<file path="src/rtl/vga_timing_gen.sv">
// vga_timing_gen: free-running VGA timing source (800x600 @ 72 Hz from 50 MHz).
// Column/row counters plus registered sync, visible and start flags. Every flag
// is decoded from the next-state counter values and then registered, so flags and
// counters change on the same edge with no skew between them.
// Optional feature macro: VGA_TEST_PATTERN_EN adds pattern_rgb (eight vertical
// colour bars, registered and aligned with display_col).
module vga_timing_gen #(
   parameter int HOR_VISIBLE  = 800,
   parameter int HOR_FRONT    = 56,
   parameter int HOR_SYNC     = 120,
   parameter int HOR_BACK     = 64,
   parameter int VER_VISIBLE  = 600,
   parameter int VER_FRONT    = 37,
   parameter int VER_SYNC     = 6,
   parameter int VER_BACK     = 23,
   parameter int HSYNC_ACTIVE = 1,
   parameter int VSYNC_ACTIVE = 1
) (
   input  logic        clock,
   input  logic        reset,
   input  logic        pixel_en,
   output logic [11:0] display_col,
   output logic [10:0] display_row,
   output logic        hsync,
   output logic        vsync,
   output logic        visible,
   output logic        line_start,
   output logic        frame_start
`ifdef VGA_TEST_PATTERN_EN
   ,
   output logic [2:0]  pattern_rgb
`endif
);

   localparam int HOR_TOTAL = HOR_VISIBLE + HOR_FRONT + HOR_SYNC + HOR_BACK;
   localparam int VER_TOTAL = VER_VISIBLE + VER_FRONT + VER_SYNC + VER_BACK;

   // Counter widths are fixed by the port sizes; refuse to build otherwise.
   if (HOR_TOTAL > 4096) begin : g_hor_total_chk
      $error("vga_timing_gen: HOR_TOTAL exceeds 4096");
   end
   if (VER_TOTAL > 2048) begin : g_ver_total_chk
      $error("vga_timing_gen: VER_TOTAL exceeds 2048");
   end

   localparam logic [11:0] H_LAST = 12'(HOR_TOTAL - 1);
   localparam logic [10:0] V_LAST = 11'(VER_TOTAL - 1);

   // Decode boundaries kept 32-bit so an end bound equal to 4096/2048 is exact.
   localparam int unsigned H_VIS_END  = HOR_VISIBLE;
   localparam int unsigned H_SYNC_BEG = HOR_VISIBLE + HOR_FRONT;
   localparam int unsigned H_SYNC_END = HOR_VISIBLE + HOR_FRONT + HOR_SYNC;
   localparam int unsigned V_VIS_END  = VER_VISIBLE;
   localparam int unsigned V_SYNC_BEG = VER_VISIBLE + VER_FRONT;
   localparam int unsigned V_SYNC_END = VER_VISIBLE + VER_FRONT + VER_SYNC;

   localparam logic HS_ON = (HSYNC_ACTIVE != 0);
   localparam logic VS_ON = (VSYNC_ACTIVE != 0);

   logic [11:0] col_q, col_d;
   logic [10:0] row_q, row_d;
   logic        hsync_q, hsync_d;
   logic        vsync_q, vsync_d;
   logic        vis_q, vis_d;
   logic        ls_q, ls_d;
   logic        fs_q, fs_d;
   int unsigned c_n, r_n;

   // Next position: advance one column per enabled cycle, wrap line and frame.
   always_comb begin
      col_d = col_q;
      row_d = row_q;
      if (pixel_en) begin
         if (col_q == H_LAST) begin
            col_d = '0;
            row_d = (row_q == V_LAST) ? '0 : row_q + 11'd1;
         end else begin
            col_d = col_q + 12'd1;
         end
      end
   end

   // Flag decode of the next position; registering these keeps them aligned.
   always_comb begin
      c_n     = 32'(col_d);
      r_n     = 32'(row_d);
      hsync_d = (c_n >= H_SYNC_BEG && c_n < H_SYNC_END) ? HS_ON : ~HS_ON;
      vsync_d = (r_n >= V_SYNC_BEG && r_n < V_SYNC_END) ? VS_ON : ~VS_ON;
      vis_d   = (c_n < H_VIS_END) && (r_n < V_VIS_END);
      ls_d    = (col_d == '0);
      fs_d    = (col_d == '0) && (row_d == '0);
   end

   // Position and flag registers; reset lands on the decode of (0,0).
   always_ff @(posedge clock) begin
      if (!reset) begin
         col_q   <= '0;
         row_q   <= '0;
         hsync_q <= ~HS_ON;
         vsync_q <= ~VS_ON;
         vis_q   <= 1'b1;
         ls_q    <= 1'b1;
         fs_q    <= 1'b1;
      end else begin
         col_q   <= col_d;
         row_q   <= row_d;
         hsync_q <= hsync_d;
         vsync_q <= vsync_d;
         vis_q   <= vis_d;
         ls_q    <= ls_d;
         fs_q    <= fs_d;
      end
   end

   assign display_col = col_q;
   assign display_row = row_q;
   assign hsync       = hsync_q;
   assign vsync       = vsync_q;
   assign visible     = vis_q;
   assign line_start  = ls_q;
   assign frame_start = fs_q;

`ifdef VGA_TEST_PATTERN_EN
   localparam int unsigned BAR_W = HOR_VISIBLE / 8;

   logic [2:0] pat_q, pat_d;
   logic [2:0] bar;

   // Bar index by threshold count (avoids a divider); bars run white to black.
   always_comb begin
      bar = '0;
      for (int unsigned i = 1; i < 8; i++) begin
         if (c_n >= i * BAR_W) bar = bar + 3'd1;
      end
      pat_d = vis_d ? (3'd7 - bar) : 3'd0;
   end

   // Pattern register, aligned with the counters.
   always_ff @(posedge clock) begin
      if (!reset) pat_q <= 3'b111;
      else        pat_q <= pat_d;
   end

   assign pattern_rgb = pat_q;
`endif

endmodule

</file>
<file path="config.mk">
export PLATFORM = sky130hd
export DESIGN_NAME = vga_timing_gen
export DESIGN_NICKNAME = d
export VERILOG_FILES = /design/src/rtl/vga_timing_gen.sv
export SDC_FILE = /design/constraint.sdc
export NUM_CORES = 1
export LEC_CHECK = 0
export ABC_AREA = 1
export BUFFER_PORTS_ARGS = -buffer_cell sky130_fd_sc_hd__clkbuf_2
export CORE_ASPECT_RATIO = 1.4
export CORE_MARGIN = 2
export CORE_UTILIZATION = 50
export DETAILED_ROUTE_END_ITERATION = 10
export PLACE_DENSITY = 0.75
export SYNTH_ARGS = -nofsm -noshare
export SYNTH_HDL_FRONTEND = slang
export SYNTH_SLANG_ARGS = --single-unit
</file>
<file path="constraint.sdc">
create_clock -name clock -period 1.6 [get_ports clock]
set_input_delay 0 -clock clock [delete_from_list [all_inputs] [get_ports clock]]
set_output_delay 0 -clock clock [all_outputs]
set_load 0.02 [all_outputs]
</file>
==> impl_metrics.ini, run 1 <==
[power]
internal-power_uw = 1030
ir_worst_vdd_uv = 412
p_sw_uw = 303
p_leak_uw = 0.00138
pwr-share-clk = 0.373
power_frac_comb = 0.093
swShare = 0.227
seqPwrFrac = 0.535
power.density_nw_per_um2 = 494
total_power_uw = 1330

[clock_tree]
cts.reportedPaths.clkPinSlew_ns = 0.10
cts_tree = done
cts_made_buffers = 3
cts_max_path_buffers = 2
worstSkewPairLatency_ns = 0.27
htreeDepth = 1
clkSinkCount = 28
clockRootBuffer = clkbuf_8

[floorplan]
num_rows = 25
start_util = 0.520
dieArea_um2 = 4010
core_um2 = 3380
die_h_um = 74.1
die_width_um = 54.1
ios = 31

[worst_setup_path]
end_kind = register
cpPeakStageDelay_ns = 0.37
cp.required_ns = 1.82
cp_cell_sequence = ha_4, nand3_4, nor2_8, nand2_4, buf_4, nand2_1, nand3_1, inv_2, nand4_1, nor2_1, nand3_1, nand2_1
crit_arrival_ns = 1.93
path_buf_inv = 2
crit_path_max_fanout = 7
crit_slowest_cell = dfxtp_4
crit_family = simple AND/OR/NAND/NOR gates
worst_setup_path_start_kind = register
critical_path_class = register to register

[synth]
postSynthAreaPerCell_um2 = 6.27
synth_top_family_by_area = simple AND/OR/NAND/NOR gates
syn_area_um2 = 1760
synth_top_cell_area_share = 0.319
synth_compound_area_frac = 0.0371
synth_cell_types = 27
synthAdderAreaFrac = 0.0214
yosysSeqAreaShare = 0.319
synth_area_leaders = dfxtp_1 (32%), nand2_1 (17%), nor2_1 (12%)
synthXorXnorAreaFrac = 0.0249
synth_top_cell_by_area = dfxtp_1
synthesis.instances = 280
synth_nets = 286
ys_ff_latch = 28
synthMuxAreaShare = 0
yosys_warnings = 0
synthSimpleGateAreaFrac = 0.509

[drt]
m1WireLength_um = 2040
drc = 0
wl_per_cell_um = 13.0
first_pass_iters = 4
num_vias = 2155
drt-initial-drc-count = 83
dr.max_layer_used = met4
avgViaCountPerCell = 5.19
ant_nets = 0
routed-wl-met3_um = 245
dr_wl_met2_um = 2850
routed_wl_um = 5410

[sta]
rsz0062_at_grt = true
max_freq_mhz = 585
fin_crit_ns = 1.71
worst_slack_ns = -0.108
slew_headroom = 0.766
post-route-period-util = 1.07
tns_ns = -0.421
clock_skew_ns = 0.00853
hold_viol_final = 0
setup_violations = 5
tightest_slew_ns = 0.350
slew_violations = 0
holdWs_ns = 0.252

[min_path]
min_path_type = input port to register

[placed_design]
io_buffer_count = 30
routabilityCongestion = 1.02
dp_hpwl_um = 3940

[global_route]
grt_pass1_wl_um = 8670
grt-ovfl-total = 0
grt_max_degree = 17
grtUsageTotal = 0.288
antenna_found_initial = 0
grt_pass1_vias = 2039

[outcome]
status = complete, but fails checks
violations = setup timing

[cells_and_area]
post_route_cells_drive_above_1_share = 0.443
diodes = 0
area_growth_pct = 53.9
final_nets = 382
nFillCells = 237

[job]
drv_cap = 0
## worst paths after layout
| kind | cells after the start | end | slack (ns) | start |
|---|---|---|---|---|
| max | 12 | frame_start | -0.11 | display_col[1] |
| min | 5 | display_col[2] | 0.25 | pixel_en |
| max reg2reg | 12 | frame_start | -0.11 | display_col[1] |
| min reg2reg | 3 | display_col[11] | 0.64 | display_col[11] |
## state kept, by name (all words and copies together), names as in the netlist
| register | count |
|---|---|
| line_start | 1 |
| frame_start | 1 |
| display_row | 11 |
| hsync | 1 |
| display_col | 12 |
| visible | 1 |
| vsync | 1 |
## routing by layer
layer  up-vias  GRT usage
met2        85      0.530
li1       1075          -
met1       971      0.311
met5         -          0
met3        24     0.0301
met4         0      0.156
## through the flow
step	utilization	setup slack (ns)	instances	area, um^2
after CTS	0.766	-0.0979	411	2590
final	0.800	-0.108	415	2700
after global routing	0.800	-0.239	415	2700
after global placement	0.709	-0.131	402	2390
after floorplan	-	-0.0492	280	1800
after detailed placement	0.709	-0.130	402	2390
## layout make-up
type	count	area (um^2)	share of cell area
repair buffers	94	633	0.234
multi-input cells	213	1220	0.453
flip-flops and latches	28	587	0.217
inverters	36	140	0.0519
clock buffers	4	66.3	0.0245
well taps	40	50.0	0.0185
## worst register-to-register path, delay by kind of cell, from the launching register on
family | cells | cell delay (ns)
simple gates | 9 | 0.88
flops | 1 | 0.37
buf+inv | 2 | 0.27
fa+ha+maj | 1 | 0.15
## kinds of logic (layout without fill, tap and decap cells)
family                     Yosys count  count (layout)
DFF                                 28              28
xor gates and xnor gates             5               5
and+or+nand+nor                    194             194
buffers and inverters               39             134
adders and majority gates            3               3
AOI/OAI and AO/OA                   11              11
## Yosys cell counts
master / count
ha_1: 3
o21bai_1: 3
o21ai_0: 3
nor2_2: 2
clkinv_4: 1
nand3b_1: 1
nor2_8: 1
a21oi_1: 3
and2_1: 1
nor2_4: 3
nand3_1: 31
inv_1: 33
nand3_4: 1
nand2_4: 1
nor2_1: 58
buf_4: 1
dfxtp_1: 28
nand4_1: 11
nand3_2: 3
nand2_2: 1
clkbuf_1: 2
inv_2: 2
o21ai_1: 1
xor2_1: 5
nand2_1: 79
a21boi_0: 1
nor3_2: 1
## power groups by stage
stage	Sequential (uW)	Clock [uW]	Combinational (uW)
CTS	713	513	122
detailed placement	729	0	118
finish	713	497	123
global route	715	535	133
global placement	729	0	115
floorplan	747	0	44.5
## timing repair
action,in CTS,in global routing
buffers inserted,4,4
gates cloned,0,0
hold buffers,1,0
hold endpoints to repair,2,0
pin swaps,10,11
endpoints found under the setup margin,5,12
resized for setup,25,22
## layout by cell type, fill, tap and decap left out, drive strengths merged
master and count:
a21boi 1, a21oi 3, and2 1, buf 63, clkbuf 34, clkinv 1
dfxtp 28, dlygate4sd3 1, ha 3, inv 35, nand2 81, nand3 35
nand3b 1, nand4 11, nor2 64, nor3 1, o21ai 4, o21bai 3
xor2 5
(Power assumes the default switching activity.)
==> run 2: changes to the inputs <==
--- a/config.mk
+++ b/config.mk
@@ -9,9 +9,10 @@
 export BUFFER_PORTS_ARGS = -buffer_cell sky130_fd_sc_hd__clkbuf_2
 export CORE_ASPECT_RATIO = 1.4
 export CORE_MARGIN = 2
-export CORE_UTILIZATION = 50
+export CORE_UTILIZATION = 55
 export DETAILED_ROUTE_END_ITERATION = 10
-export PLACE_DENSITY = 0.75
+export PLACE_DENSITY = 0.76
+export RECOVER_POWER = 25
 export SYNTH_ARGS = -nofsm -noshare
 export SYNTH_HDL_FRONTEND = slang
 export SYNTH_SLANG_ARGS = --single-unit
==> constraint.sdc (replaced) <==
create_clock -name clock -period 1.59 [get_ports clock]
set_input_delay 0 -clock clock [delete_from_list [all_inputs] [get_ports clock]]
set_output_delay 0 -clock clock [all_outputs]
set_load 0.02 [all_outputs]
==> run 2 against run 1 <==
- the run still ends with setup timing left
- clock-buffer cell count stayed put
- via count is 16% higher
- largest cell class unchanged
- die area fell by 8.5%
- highest routed layer unchanged
- cell area increased by 3.2%
- sequential power up 0.8%
==> impl_metrics.ini, run 2 (synthesized netlist as in run 1, its figures left out) <==
[drt]
avgViaCountPerCell = 6.01
drt-initial-drc-count = 196
first_pass_iters = 7
wl_per_cell_um = 19.3
drc = 0
ant_nets = 0
num_vias = 2501
routed_wl_um = 8050

[placed_design]
routabilityCongestion = 0.955
dp_cells = 403
io_buffer_count = 30
placedInstanceArea_um2 = 2420
dp_hpwl_um = 4070

[floorplan]
start_util = 0.568
ios = 31
die_h_um = 70.8
num_rows = 24
die_width_um = 51.7
core_um2 = 3090
dieArea_um2 = 3670

[sta]
slew_headroom = 0.722
clock_skew_ns = 0.00264
hold_viol_final = 0
tns_ns = -2.35
rsz0062_at_grt = true
post-route-period-util = 1.23
slew_violations = 0
max_freq_mhz = 513
worst_slack_ns = -0.359
fin_crit_ns = 1.95
tightest_slew_ns = 0.416
setup_violations = 14

[worst_setup_path]
cpMostUsedCell = nand2_1
crit_slowest_cell = dfxtp_4
crit_arrival_ns = 2.19
cp_cell_sequence = ha_4, nand3_4, nor2_1, nand2_1, xor2_1, nand4_1, nor2_2, nand3_2, nand2_1
worst_setup_path_start_kind = register
crit_path_max_fanout = 3
critical_path_class = register to register
crit_family = simple AND/OR/NAND/NOR gates
cp.required_ns = 1.83
path_buf_inv = 0
end_kind = register
cpPeakStageDelay_ns = 0.38

[cells_and_area]
nFillCells = 157
layout_commonest_cell = nand2_1
final_cells = 416
post_route_cells_drive_above_1_share = 0.446
diodes = 0
largest_register_ffs = 12
final_nets = 384
register_area_um2 = 587
multi_input_area_um2 = 1280
design_area_um2 = 2790
layout_common_cells = nand2_1 (63), buf_4 (59), nor2_1 (44)
area_growth_pct = 58.8

[global_route]
grt_pass1_vias = 2214
grt_pass1_wl_um = 9290
grt_max_degree = 16
grt-ovfl-total = 0
antenna_found_initial = 0
grtUsageTotal = 0.336

[clock_tree]
cts_made_buffers = 3
htreeDepth = 1
clkSinkCount = 28
worstSkewPairLatency_ns = 0.30
cts_max_path_buffers = 2
clockRootBuffer = clkbuf_8
cts.reportedPaths.clkPinSlew_ns = 0.10
cts_tree = done

[power]
internal-power_uw = 991
ir_worst_vdd_uv = 568
power.density_nw_per_um2 = 483
swShare = 0.263
power_frac_comb = 0.110
seqPwrFrac = 0.535
p_sw_uw = 354
p_leak_uw = 0.00141
pwr-share-clk = 0.355

[outcome]
violations = setup timing
status = complete, but fails checks

[min_path]
min_path_type = input port to register

[job]
drv_cap = 0
[run 2: layer usage]
metal  wire length (um)  track usage
met1               2810        0.335
met2               4090        0.627
met3                572       0.0316
met4                578        0.225
met5                  0            0
[run 2: path summary, 6_finish.rpt]
| kind | slack, ns | cells past startpoint | startpoint | to |
|---|---|---|---|---|
| worst min-delay path | 0.009 | 3 | reset | display_row[10] |
| worst min register to register | 0.72 | 3 | display_col[11] | display_col[11] |
| worst max register to register | -0.36 | 9 | display_col[0] | frame_start |
| worst max-delay path | -0.36 | 9 | display_col[0] | frame_start |
[run 2: final cells by class]
class | count | area share
repair buffers | 96 | 0.239
inverters | 36 | 0.0539
well taps | 39 | 0.0175
flip-flops and latches | 28 | 0.211
multi-input cells | 213 | 0.459
clock buffers | 4 | 0.0197
[run 2: per-stage QoR]
step	setup slack (ns)	hold slack, ns	power, uW	util
floorplan	-0.0592	0.0690	796	-
global placement	-0.174	0.224	839	0.782
detailed placement	-0.180	0.233	840	0.782
CTS	-0.148	0.00131	1280	0.836
global route	-0.491	0.00450	1380	0.901
finish	-0.359	0.00851	1350	0.901
[run 2: what timing repair did]
action,4_1_cts,5_1_grt
setup endpoints to repair,9,15
pin swaps,7,30
hold buffers,1,0
endpoints found under the hold margin,2,0
setup buffers,4,4
gates resized for setup,19,51
[run 2: tightest hold or removal path, stage by stage]
cell	delay [ns]
clkbuf_2	0.12
nand2_1	0.10
inv_1	0.05
[run 2: power by group through the flow]
stage / Sequential, uW / Clock [uW] / Combinational, uW
after floorplan: 751 / 0 / 44.7
after global placement: 734 / 0 / 105
after detailed placement: 734 / 0 / 106
after CTS: 717 / 449 / 112
after global routing: 719 / 506 / 156
final: 719 / 478 / 149
==> run 3: changes to the inputs <==
--- a/config.mk
+++ b/config.mk
@@ -5,11 +5,10 @@
 export SDC_FILE = /design/constraint.sdc
 export NUM_CORES = 1
 export LEC_CHECK = 0
-export ABC_AREA = 1
 export BUFFER_PORTS_ARGS = -buffer_cell sky130_fd_sc_hd__clkbuf_2
 export CORE_ASPECT_RATIO = 1.4
 export CORE_MARGIN = 2
-export CORE_UTILIZATION = 55
+export CORE_UTILIZATION = 56
 export DETAILED_ROUTE_END_ITERATION = 10
 export PLACE_DENSITY = 0.76
 export RECOVER_POWER = 25
==> constraint.sdc (replaced) <==
create_clock -name clock -period 1.59 [get_ports clock]
set_input_delay 0 -clock clock [delete_from_list [all_inputs] [get_ports clock]]
set_output_delay 0 -clock clock [all_outputs]
set_load 0.01 [all_outputs]
==> run 3 against run 2 <==
- the run now fails in global routing (5_1_grt)
- area after synthesis rose by 5.8%
- synthesized cell count fell by 18%
==> impl_metrics.ini, run 3 <==
[floorplan]
num_rows = 24
die_width_um = 52.7
ios = 31
start_util = 0.589
die_h_um = 72.2

[outcome]
error = [ERROR GRT-0232] Routing congestion too high. Check the congestion heatmap in the GUI.
status = stopped before the end
haltStage = global routing (5_1_grt)

[synth]
synth_cell_types = 60
synth.most_common_cell = dfxtp_1
synthFlopType = dfxtp_1
synth_top_cell_area_share = 0.302
synthesis.instances = 229
synth_top_cell_by_area = dfxtp_1
yosysSeqAreaShare = 0.302
synth_area_leaders = dfxtp_1 (30%), xnor2_1 (4.7%), nor2b_1 (4.4%)
postSynthAreaPerCell_um2 = 8.11
synth_nets = 235
synth_common_cells = dfxtp_1 (28), nand2_1 (20), nor2_1 (18)
async_flop_share = 0
synth_edf_count = 0
yosys_warnings = 0
ys_ff_latch = 28
syn_area_um2 = 1860

[clock_tree]
cts_made_buffers = 3
htreeDepth = 1
cts_hold_buf = 0
cts_max_path_buffers = 2
clockRootBuffer = clkbuf_8
clkSinkCount = 28

[global_route]
grt_max_degree = 24
grt-ovfl-total = 2
grtUsageTotal = 0.654

[placed_design]
dp_slack_ns = -0.614
routabilityCongestion = 0.867
io_buffer_count = 30
dp_hpwl_um = 4340

[sta]
worst_endpoint = frame_start$_SDFF_PN1_/D
worstEpCategory = sequential cell input
[run 3: cell families after synthesis]
logic type               synth area share
multiplexers                       0.0222
adder cells (fa/ha/maj)            0.0202
flip-flops                          0.302
AO/OA/AOI/OAI                       0.173
AND/OR/NAND/NOR                     0.372
XOR/XNOR                           0.0660
buffers and inverters              0.0444
[run 3: per-layer routing]
| metal | global-route usage | overflow |
|---|---|---|
| met3 | 0.342 | 0 |
| met1 | 0.685 | 0 |
| met4 | 0.681 | 1 |
| met2 | 0.875 | 1 |
| met5 | 0.0303 | 0 |
[run 3: timing repair]
action                                  CTS
pin swaps                                14
buffers inserted                         11
resized for setup                        41
endpoints found under the setup margin   18
[run 3: stage by stage]
step	cell area (um^2)	hold WS (ns)	std cells	utilization
detailed placement	2540	0.388	349	0.806
global placement	2540	0.388	349	0.806
floorplan	1940	0.151	229	-
CTS	2860	0.161	363	0.907
==> run 4: changes to the inputs <==
--- a/config.mk
+++ b/config.mk
@@ -6,11 +6,10 @@
 export NUM_CORES = 1
 export LEC_CHECK = 0
 export BUFFER_PORTS_ARGS = -buffer_cell sky130_fd_sc_hd__clkbuf_2
-export CORE_ASPECT_RATIO = 1.4
 export CORE_MARGIN = 2
-export CORE_UTILIZATION = 56
+export CORE_UTILIZATION = 40
 export DETAILED_ROUTE_END_ITERATION = 10
-export PLACE_DENSITY = 0.76
+export PLACE_DENSITY_LB_ADDON = 0.15
 export RECOVER_POWER = 25
 export SYNTH_ARGS = -nofsm -noshare
 export SYNTH_HDL_FRONTEND = slang
==> run 4 against run 3 <==
- the flow now finishes, with violations (setup timing)
- synthesized cell count did not move
- area after synthesis unchanged
==> impl_metrics.ini, run 4 <==
[outcome]
status = complete, but fails checks
violations = setup timing

[placed_design]
dp_hpwl_um = 4090
io_buffer_count = 30
routabilityCongestion = 0.846

[synth]
synthXorXnorAreaFrac = 0.0660
ys_ff_latch = 28
synth_common_cells = dfxtp_1 (28), nand2_1 (20), nor2_1 (18)
synthesis.instances = 229
synth_cell_types = 60
synth_nets = 235
yosys_warnings = 0
synth_top_cell_area_share = 0.302
synth_top_cell_by_area = dfxtp_1
postSynthAreaPerCell_um2 = 8.11
synthAdderAreaFrac = 0.0202
synthSimpleGateAreaFrac = 0.372
synth_area_leaders = dfxtp_1 (30%), xnor2_1 (4.7%), nor2b_1 (4.4%)
synth_compound_area_frac = 0.173
synth.most_common_cell = dfxtp_1
yosysSeqAreaShare = 0.302
syn_area_um2 = 1860
async_flop_share = 0
synthMuxAreaShare = 0.0222
synth_edf_count = 0
synthFlopType = dfxtp_1
synth_top_family_by_area = simple AND/OR/NAND/NOR gates

[drt]
dr.max_layer_used = met4
routed-wl-met3_um = 246
dr_wl_met2_um = 3380
ant_nets = 0
drc = 0
first_pass_iters = 4
routed_wl_um = 6470
avgViaCountPerCell = 5.57
wl_per_cell_um = 16.4
drt-initial-drc-count = 167
num_vias = 2200
m1WireLength_um = 2540

[min_path]
holdPathEnd = display_col[0]
min_from = pixel_en
hold_depth = 4
min_path_type = input port to register

[sta]
hold_viol_final = 0
post-route-period-util = 1.34
tightest_slew_ns = 0.455
max_freq_mhz = 468
tns_ns = -4.86
clock_skew_ns = 0.00467
fin_crit_ns = 2.14
setup_violations = 17
rsz0062_at_grt = true
worst_slack_ns = -0.545
slew_violations = 0
slew_headroom = 0.697

[clock_tree]
worstSkewPairLatency_ns = 0.28
htreeDepth = 1
cts.reportedPaths.clkPinSlew_ns = 0.11
clockRootBuffer = clkbuf_8
clkSinkCount = 28
cts_max_path_buffers = 2
cts_tree = done
cts_made_buffers = 3

[cells_and_area]
post_route_cells_drive_above_1_share = 0.566
nFillCells = 343
layout_commonest_cell = buf_4
final_nets = 350
diodes = 0
area_growth_pct = 74.4
layout_common_cells = buf_4 (69), clkbuf_2 (24), buf_6 (24)
largest_register_ffs = 12

[worst_setup_path]
crit_family = simple AND/OR/NAND/NOR gates
timing.rr.start = display_row[1]
worstReg2RegEnd = frame_start
reg2reg_depth = 10
end_kind = register
path_buf_inv = 3
crit_arrival_ns = 2.33
cpPeakStageDelay_ns = 0.48
cp.required_ns = 1.78
worst_setup_path_start_kind = register
critical_path_class = register to register
crit_slowest_cell = or4bb_4
crit_path_max_fanout = 4
cp_cell_sequence = inv_2, ha_1, or4bb_4, nor3_4, buf_6, buf_12, a31oi_1, o32ai_2, nand2_1, o41ai_2
reg2reg_slack_ns = -0.55

[global_route]
grt_pass1_vias = 2054
grt_pass1_wl_um = 9700
grtUsageTotal = 0.238
grt_max_degree = 24
grt-ovfl-total = 0
antenna_found_initial = 0

[power]
swShare = 0.252
ir_worst_vdd_uv = 442
power_frac_comb = 0.137
internal-power_uw = 989
seqPwrFrac = 0.546
total_power_uw = 1320
power.density_nw_per_um2 = 408
p_sw_uw = 332
p_leak_uw = 0.00140
pwr-share-clk = 0.317

[floorplan]
die_h_um = 72.2
core_um2 = 4410
die_width_um = 72.2
ios = 31
start_util = 0.421
num_rows = 24
dieArea_um2 = 5210

[job]
drv_cap = 0
==> run 4: cell counts after synthesis <==
Identical to the previous run, type by type.
==> run 4: layer usage <==
layer  up-vias  global-route usage
li1       1070                   -
met1      1040               0.272
met2        67               0.434
met3        23              0.0389
met4         0              0.0985
met5         -                   0
==> run 4: cell type report <==
class / count / area (um^2) / area share
timing repair buffer: 126 / 1000 / 0.310
multi-input combinational: 183 / 1530 / 0.473
inverter: 2 / 7.51 / 0.00232
clock buffer: 4 / 45.0 / 0.0139
tap: 52 / 65.1 / 0.0201
sequential: 28 / 587 / 0.181
==> run 4: power groups by stage <==
stage               logic [uW]  registers (uW)  clock network, uW
finish                     181             721                419
global route               196             723                467
CTS                        158             722                431
detailed placement         134             738                  0
global placement           131             738                  0
floorplan                 62.6             750                  0
==> run 4: what timing repair did <==
action | CTS | global route
gates cloned | 2 | 0
gates resized for setup | 49 | 42
endpoints found under the setup margin | 16 | 23
setup buffers | 17 | 15
pin swaps | 16 | 18
hold buffers | 0 | 0
==> run 4: cell families (layout without fill, tap and decap cells) <==
family	after synthesis	in the layout
AOI/OAI and AO/OA	44	44
xor gates and xnor gates	14	14
adders and majority gates	3	3
buffers and inverters	18	132
DFF	28	28
muxes	4	4
and+or+nand+nor	118	118
==> run 4: through the flow <==
stage           util  setup WS [ns]  hold WS [ns]  instances  instance area (um^2)
2_1_floorplan      -         -0.483         0.151        229                  1940
3_3_place_gp   0.590         -0.629         0.386        365                  2610
3_5_place_dp   0.590         -0.634         0.387        365                  2610
4_1_cts        0.676         -0.522         0.158        385                  2980
5_1_grt        0.734         -0.628         0.179        395                  3240
6_report       0.734         -0.545         0.164        395                  3240
==> run 4: how the worst max path moves through the flow <==
stage,start,end,depth (start not counted)
4_1_cts,display_col[0],vsync,8
6_report,display_row[1],frame_start,10
3_5_place_dp,display_col[1],frame_start,7
3_3_place_gp,display_col[1],frame_start,7
5_1_grt,display_row[1],frame_start,10
2_1_floorplan,display_col[0],vsync,7
==> run 4: worst min-delay path, stage by stage <==
cell	delay (ns)
clkbuf_2	0.11
buf_4	0.15
xnor2_1	0.11
nor2_1	0.04
